==> src/rtl/pattern_gen_lfsr.sv <==
// pattern_gen_lfsr: in-game symbol pattern generator.
// A free-running 20-bit Galois LFSR (x^20+x^17+1), optionally perturbed by a
// free-running entropy counter on keypad presses, supplies one symbol per clock
// while a pattern of the requested length is written into an internal buffer.
//
// Handshake: start is honoured only while busy=0 (IDLE). The accepting edge
// raises busy; len edges later the last symbol is written, busy falls and done
// pulses for one cycle. A start seen while done is high is accepted, because
// the FSM is already back in IDLE. Starts while busy are dropped, not queued.
module pattern_gen_lfsr #(
    parameter int          SYM_W   = 3,
    parameter int          MAX_LEN = 16,
    parameter int          LEN_W   = 5,
    parameter int          IDX_W   = 4,
    parameter logic [19:0] SEED    = 20'hACE1
) (
    input  logic                     clk_1,
    input  logic                     rst,
    input  logic                     seed_capture,
    input  logic                     start,
    input  logic [LEN_W-1:0]         len_req,
    input  logic                     no_repeat,
    output logic                     busy,
    output logic                     done,
    output logic                     pattern_valid,
    output logic [LEN_W-1:0]         pattern_len,
    input  logic [IDX_W-1:0]         rd_idx,
    output logic [SYM_W-1:0]         rd_sym,
    output logic [MAX_LEN*SYM_W-1:0] pattern_flat,
    output logic                     state_dbg,
    output logic [19:0]              lfsr_dbg
);

    typedef enum logic {
        S_IDLE = 1'b0,
        S_GEN  = 1'b1
    } state_t;

    // Right-shifting Galois form: feedback lands on bit 19 (x^20) and bit 16 (x^17).
    localparam logic [19:0] TAPS = 20'h90000;

    state_t           state_q;
    logic [19:0]      lfsr_q;
    logic [19:0]      ent_cnt_q;
    logic [LEN_W-1:0] idx_q;
    logic             nr_q;
    logic [SYM_W-1:0] sym_buf [0:MAX_LEN-1];

    logic [19:0]      lfsr_stepped;
    logic [19:0]      lfsr_mixed;
    logic [19:0]      lfsr_next;
    logic [LEN_W-1:0] len_clamped;
    logic [IDX_W-1:0] wr_idx;
    logic [IDX_W-1:0] prev_idx;
    logic [SYM_W-1:0] cur_sym;
    logic [SYM_W-1:0] write_sym;

    // Next LFSR value: one Galois step, optional entropy mix, never zero.
    always_comb begin
        lfsr_stepped = {1'b0, lfsr_q[19:1]} ^ (lfsr_q[0] ? TAPS : 20'h0);
        lfsr_mixed   = seed_capture ? (lfsr_stepped ^ ent_cnt_q) : lfsr_stepped;
        lfsr_next    = (lfsr_mixed == 20'h0) ? 20'h1 : lfsr_mixed;
    end

    // Requested length clamped into 1..MAX_LEN.
    always_comb begin
        len_clamped = len_req;
        if (len_req == '0) begin
            len_clamped = LEN_W'(1);
        end else if (32'(len_req) > MAX_LEN) begin
            len_clamped = LEN_W'(MAX_LEN);
        end
    end

    // Symbol to write this cycle, bumped by one if it would repeat its neighbour.
    always_comb begin
        wr_idx    = idx_q[IDX_W-1:0];
        prev_idx  = wr_idx - IDX_W'(1);
        cur_sym   = lfsr_q[SYM_W-1:0];
        write_sym = cur_sym;
        if (nr_q && (idx_q != '0) && (cur_sym == sym_buf[prev_idx])) begin
            write_sym = cur_sym + SYM_W'(1);
        end
    end

    // Entropy sources run every cycle regardless of FSM state.
    always_ff @(posedge clk_1) begin
        if (rst) begin
            lfsr_q    <= SEED;
            ent_cnt_q <= 20'h0;
        end else begin
            lfsr_q    <= lfsr_next;
            ent_cnt_q <= ent_cnt_q + 20'h1;
        end
    end

    // Generation FSM with registered status outputs and the symbol buffer.
    always_ff @(posedge clk_1) begin
        if (rst) begin
            state_q       <= S_IDLE;
            busy          <= 1'b0;
            done          <= 1'b0;
            pattern_valid <= 1'b0;
            pattern_len   <= '0;
            idx_q         <= '0;
            nr_q          <= 1'b0;
            for (int i = 0; i < MAX_LEN; i++) begin
                sym_buf[i] <= '0;
            end
        end else begin
            done <= 1'b0;
            case (state_q)
                S_IDLE: begin
                    if (start) begin
                        pattern_len   <= len_clamped;
                        idx_q         <= '0;
                        busy          <= 1'b1;
                        pattern_valid <= 1'b0;
                        nr_q          <= no_repeat;
                        for (int i = 0; i < MAX_LEN; i++) begin
                            sym_buf[i] <= '0;
                        end
                        state_q <= S_GEN;
                    end
                end
                S_GEN: begin
                    sym_buf[wr_idx] <= write_sym;
                    idx_q           <= idx_q + LEN_W'(1);
                    if (idx_q == pattern_len - LEN_W'(1)) begin
                        busy          <= 1'b0;
                        done          <= 1'b1;
                        pattern_valid <= 1'b1;
                        state_q       <= S_IDLE;
                    end
                end
                default: state_q <= S_IDLE;
            endcase
        end
    end

    // Indexed read: anything outside the buffer or the current pattern reads 0.
    always_comb begin
        rd_sym = '0;
        if ((32'(rd_idx) < MAX_LEN) && (32'(rd_idx) < 32'(pattern_len))) begin
            rd_sym = sym_buf[rd_idx];
        end
    end

    // Flat view of the whole buffer, entry i at bits [i*SYM_W +: SYM_W].
    always_comb begin
        pattern_flat = '0;
        for (int i = 0; i < MAX_LEN; i++) begin
            pattern_flat[i*SYM_W +: SYM_W] = sym_buf[i];
        end
    end

    assign state_dbg = state_q;
    assign lfsr_dbg  = lfsr_q;

endmodule

==> config.mk <==
export PLATFORM = sky130hd
export DESIGN_NAME = pattern_gen_lfsr
export DESIGN_NICKNAME = d
export VERILOG_FILES = /design/src/rtl/pattern_gen_lfsr.sv
export SDC_FILE = /design/constraint.sdc
export NUM_CORES = 1
export LEC_CHECK = 0
export CAP_MARGIN = 30
export CORE_MARGIN = 8
export CORE_UTILIZATION = 58
export CTS_CLUSTER_DIAMETER = 30
export DETAILED_ROUTE_END_ITERATION = 10
export GPL_TIMING_DRIVEN = 0
export PLACE_DENSITY_LB_ADDON = 0.05
export SLEW_MARGIN = 10
export SYNTH_ARGS = -nofsm -noshare
export SYNTH_HDL_FRONTEND = slang
export SYNTH_SLANG_ARGS = --single-unit
==> constraint.sdc <==
create_clock -name clk_1 -period 6.2 [get_ports clk_1]
set_clock_uncertainty 0.15 [all_clocks]
set_input_delay 0.93 -clock clk_1 [delete_from_list [all_inputs] [get_ports clk_1]]
set_output_delay 0.93 -clock clk_1 [all_outputs]
set_load 0.01 [all_outputs]
; ---- Word-level counts from Yosys, hierarchy flattened
; Memories as Yosys holds them, arrays and structs flattened.
; Index checks and enable logic that the tools add are counted.
[op_classes]
eq_ne = 4
muxes = 46
reduce_logical = 10
n_addsub = 5
bitwise_logic = 19
order_cmp = 2
[op_table]
columns = cell, n
row1 = $mux 3, 19
row2 = $mux 20, 2
row3 = $add 20x1->20 const B, 1
row4 = $logic_not 20->1, 1
row5 = $xor 19x20->20, 1
row6 = $xor 20x20->20, 1
row7 = $mux 1, 16
row8 = $mux 16, 1
row9 = $or 1x1->1, 16
row10 = $mux 5, 3
row11 = $pmux 5 s2, 1
row12 = $pmux 1 s2, 3
row13 = $add 5x1->5 const B, 1
row14 = $eq 5x5->1, 1
row15 = $gt 5x5->1 const B, 1
row16 = $logic_not 5->1, 1
row17 = $lt 4x5->1, 1
row18 = $reduce_bool 5->1, 1
row19 = $sub 5x1->5 const B, 1
row20 = $mux 4, 1
row21 = $reduce_and 2->1, 2
row22 = $reduce_or 2->1, 2
row23 = $sub 4x1->4 const B, 1
row24 = $add 3x1->3 const B, 1
row25 = other kinds (6), 7
[word_totals]
ram_bits = 48
reg_bits = 55
n_memories = 1
inputBits = 14
[mem_list]
columns = memory, words, word_bits, read_ports, rd_ports_with_merged_regs, write_ports, line
row1 = sym_buf, 16, 3, 18, 0, 16, 47  ; logic [SYM_W-1:0] sym_buf [0:MAX_LEN-1];

; ---- Depth between registers and ports, before layout
[logic_depth]
depth_word = 6
mapped_depth = 13
ltp_nobuf = 9

; ---- Worst setup path after synthesis
; OpenSTA, ideal clock, no wires.
[synth_path]
path_kind = input-to-output
from = input rd_idx[0]
to = output rd_sym[0]
arrival_time_ns = 2.493
path_stages = 4
path_slack_ns = 2.627
path_cell_list = clkbuf_1 mux4_2 mux4_2 nor2b_1
[synth_via]
elab_chain_cells = 2
word_cells_on_any_way = 3
cone_classes = order compare: 1 / mux: 1 / memory: 1
[synth_rtl]
columns = item, line
row1 = start: declaration, 27  ; input logic [IDX_W-1:0] rd_idx,
row2 = $mem_v2 16x3 or $lt 4x5->1 (tied branches), n/a
row3 = $mux 3 (*), 144  ; if ((32'(rd_idx) < MAX_LEN) && (32'(rd_idx) < 32'(pattern_len))) begin
row4 = end: declaration, 28  ; output logic [SYM_W-1:0] rd_sym,
; Every way passes the cells marked *; elsewhere a longest branch is shown, timed or not.

; ---- Final worst setup path
[layout_path]
from = input rd_idx[1]
to = output rd_sym[0]
; The elaborated chain is that of the path after synthesis.

==> metrics.md <==
| Metric | Value |
|---|---|
| Status | `finished clean` |
| Synth area leader | `edfxtp_1` |
| Worst Max-Slew Pin Slew | `727 ps` |
| Critical Path Start Type | `input port` |
| Max_cap viols | `0` |
| Final hold vios | `0` |
| Via/cell ratio | `5.89` |
| Clk buf depth | `2` |
| Crit path time final | `4970 ps` |
| Sum Neg Setup Slack | `0 ps` |
| Worst reg2reg path depth | `13` |
| RSZ-0062 raised after global routing | `false` |
| Hold Buf Count CTS | `0` |
| Die Wd | `116 µm` |
| Wire per inst | `19.2 µm` |
| Initial core utilization | `59.7%` |
| Yosys warns | `0` |
| Area Overhead vs Synth | `21.3%` |
| Static leakage | `2.47 nW` |
| Seq cells post-synth | `103` |
| Setup crit end kind | `output pin` |
| Iter 0 DRT Violations | `402` |
| Final net count | `712` |
| Total CTS buffers | `9` |
| Sink Count | `103` |
| Clock H-tree levels | `3` |
| Top cell type's share of synthesized area | `24.7%` |
| CP max FO | `10` |
| Antenna-violating nets left | `0` |
| Initial antenna violation count | `0` |
| IO Pins | `94` |
| Diode count | `0` |
| Vias | `4860` |
| End point of the critical path | `rd_sym[0]` |
| Cell variety after synth | `53` |
| Global-route wire length before repair | `24700 µm` |
| Mean area per synthesized cell | `9.98 µm²` |
| Worst path arrival time | `3890 ps` |
| F_max | `201 MHz` |
| Clk Latency, worst-skew pair | `360 ps` |
| Worst min-delay path category | `register to register` |
| EDFF count, synth | `48` |
| DR pass1 iterations | `6` |
| Worst hold path stage count | `1` |
| Slew HR | `51.4%` |
| I/O Buffers | `91` |
| Final Max Tran Viols | `0` |
| Req. time, crit path | `5120 ps` |
| Clk pin slew, worst setup/hold paths | `90 ps` |
| Synth async-reset ratio | `0%` |
| Pwr dens | `202 mW/mm²` |
| Final GP Congestion | `0.880` |
| Worst r2r src | `idx_q[0]` |
| WL final | `15800 µm` |
| Critical path class | `input port to output pin` |
| R2R setup slack | `1790 ps` |
| CP Launch Point | `rd_idx[1]` |
| Syn Inst Count | `585` |
| Setup bufs post-CTS | `0` |
| Setup-failing EPs final | `0` |
| GRT overflow | `0` |
| Post-layout util | `72.4%` |
| Area of the mapped netlist | `0.00584 mm²` |
| DRC Markers | `0` |
| Main synth FF type | `dfxtp_1` |
| Post_cts resized | `0` |
| Final Cycle Share | `80.2%` |
| Die height | `116 µm` |
| Row count | `36` |
| Syn_nets | `610` |
| Detail Placement HPWL | `12000 µm` |
| CTS tree | `done` |
| All-layer global routing usage | `23.7%` |
| FF-to-FF End | `sym_buf[10][1]` |
| Seq/Total Area, Yosys | `43.5%` |
| Vias in the first global route | `4707` |
| Largest net degree at the start of global routing | `17` |
| CTS root buffer | `clkbuf_8` |
| Layout cells sized above 1 | `11.6%` |
| Peak supply drop | `0.000118 V` |
| Core ar. | `0.00977 mm²` |
| Largest cells by area after synthesis | `edfxtp_1, dfxtp_1, mux4_2` |
| Die area | `0.0135 mm²` |
## cell families after synthesis
family,synth area share (%)
buf+inv,3.71
compound gates,9.22
xor+xnor,8.36
simple gates,21.0
flops,43.5
mux,11.8
fa+ha+maj,2.36
## synth_stat cells (5+ instances only)
cell	instances
nor3_1	8
ha_1	11
a22oi_1	10
nand3_1	24
inv_1	8
and3_1	13
mux4_2	23
nor2_2	19
nand3b_1	13
xnor2_1	22
dfxtp_1	55
edfxtp_1	48
o21ai_0	27
nand2_1	61
nor2b_1	9
o21bai_1	7
mux2i_1	5
nor2_1	87
clkbuf_1	27
xor2_1	30
a21oi_1	20
## area by class of cell
cell class	count	area [µm²]
flip-flops and latches	103	2540
fillers	772	2690
inverters	8	30.0
clock buffers	10	128
clock inverters	6	37.5
well taps	133	166
plain buffers	39	186
repair buffers	91	911
multi-input cells	435	3080
## metrics by stage
step	total power (W)	worst slack [ps]	instances	hold slack (ps)	instance area [µm²]
2_1_floorplan	0.000946	2630	585	300	5840
5_1_grt	0.00148	1060	825	344	7080
4_1_cts	0.00143	1180	825	332	7080
3_3_place_gp	0.00106	1170	809	287	6920
6_report	0.00143	1230	825	331	7080
3_5_place_dp	0.00107	1180	809	308	6920
## per-layer routing
metal	up-vias	GRT usage, %	wire [µm]
met1	2354	31.5	6700
met5	-	0	0
met2	225	37.5	7520
met3	21	5.48	1440
met4	0	7.87	177
li1	2260	-	-
## state kept, by name, indices dropped and copies added (netlist names)
signal and cells:
sym_buf 48, ent_cnt_q 20, lfsr_dbg 20, idx_q 5, pattern_len 5, busy 1
done 1, nr_q 1, pattern_valid 1, state_dbg 1
## worst min-delay path by stage
stage / start / endpoint / slack [ps]
6_report: pattern_valid / pattern_valid / 330
5_1_grt: pattern_valid / pattern_valid / 340
4_1_cts: pattern_valid / pattern_valid / 330
3_5_place_dp: pattern_valid / pattern_valid / 310
3_3_place_gp: pattern_valid / pattern_valid / 290
2_1_floorplan: nr_q / nr_q / 300
## cell usage in the layout (no fill, tap or decap), drive strengths merged, types with 5 or more instances in the layout
cell	n
a22oi	10
o21bai	7
buf	11
o21ai	28
nand2	61
a21oi	20
dfxtp	55
nor3	9
mux4	27
nor2b	9
nor2	107
xnor2	24
xor2	30
nand3	24
mux2i	6
clkdlybuf4s50	91
clkinvlp	5
ha	11
nand3b	13
edfxtp	48
clkbuf	38
and3	14
inv	8
## power by group
group | leakage (nW) | switching [W] | internal, W
Clock | 0.0704 | 0.000228 | 0.000143
Sequential | 0.972 | 0.0000357 | 0.000743
Combinational | 1.43 | 0.000142 | 0.000136
Total | 2.47 | 0.000406 | 0.00102
## critical path, stage by stage
cell	delay, ps
clkdlybuf4s50_1	640
buf_1	560
mux4_2	640
mux4_2	470
nor2b_1	150
clkdlybuf4s50_1	500
Power figures use the tool's default switching activity.
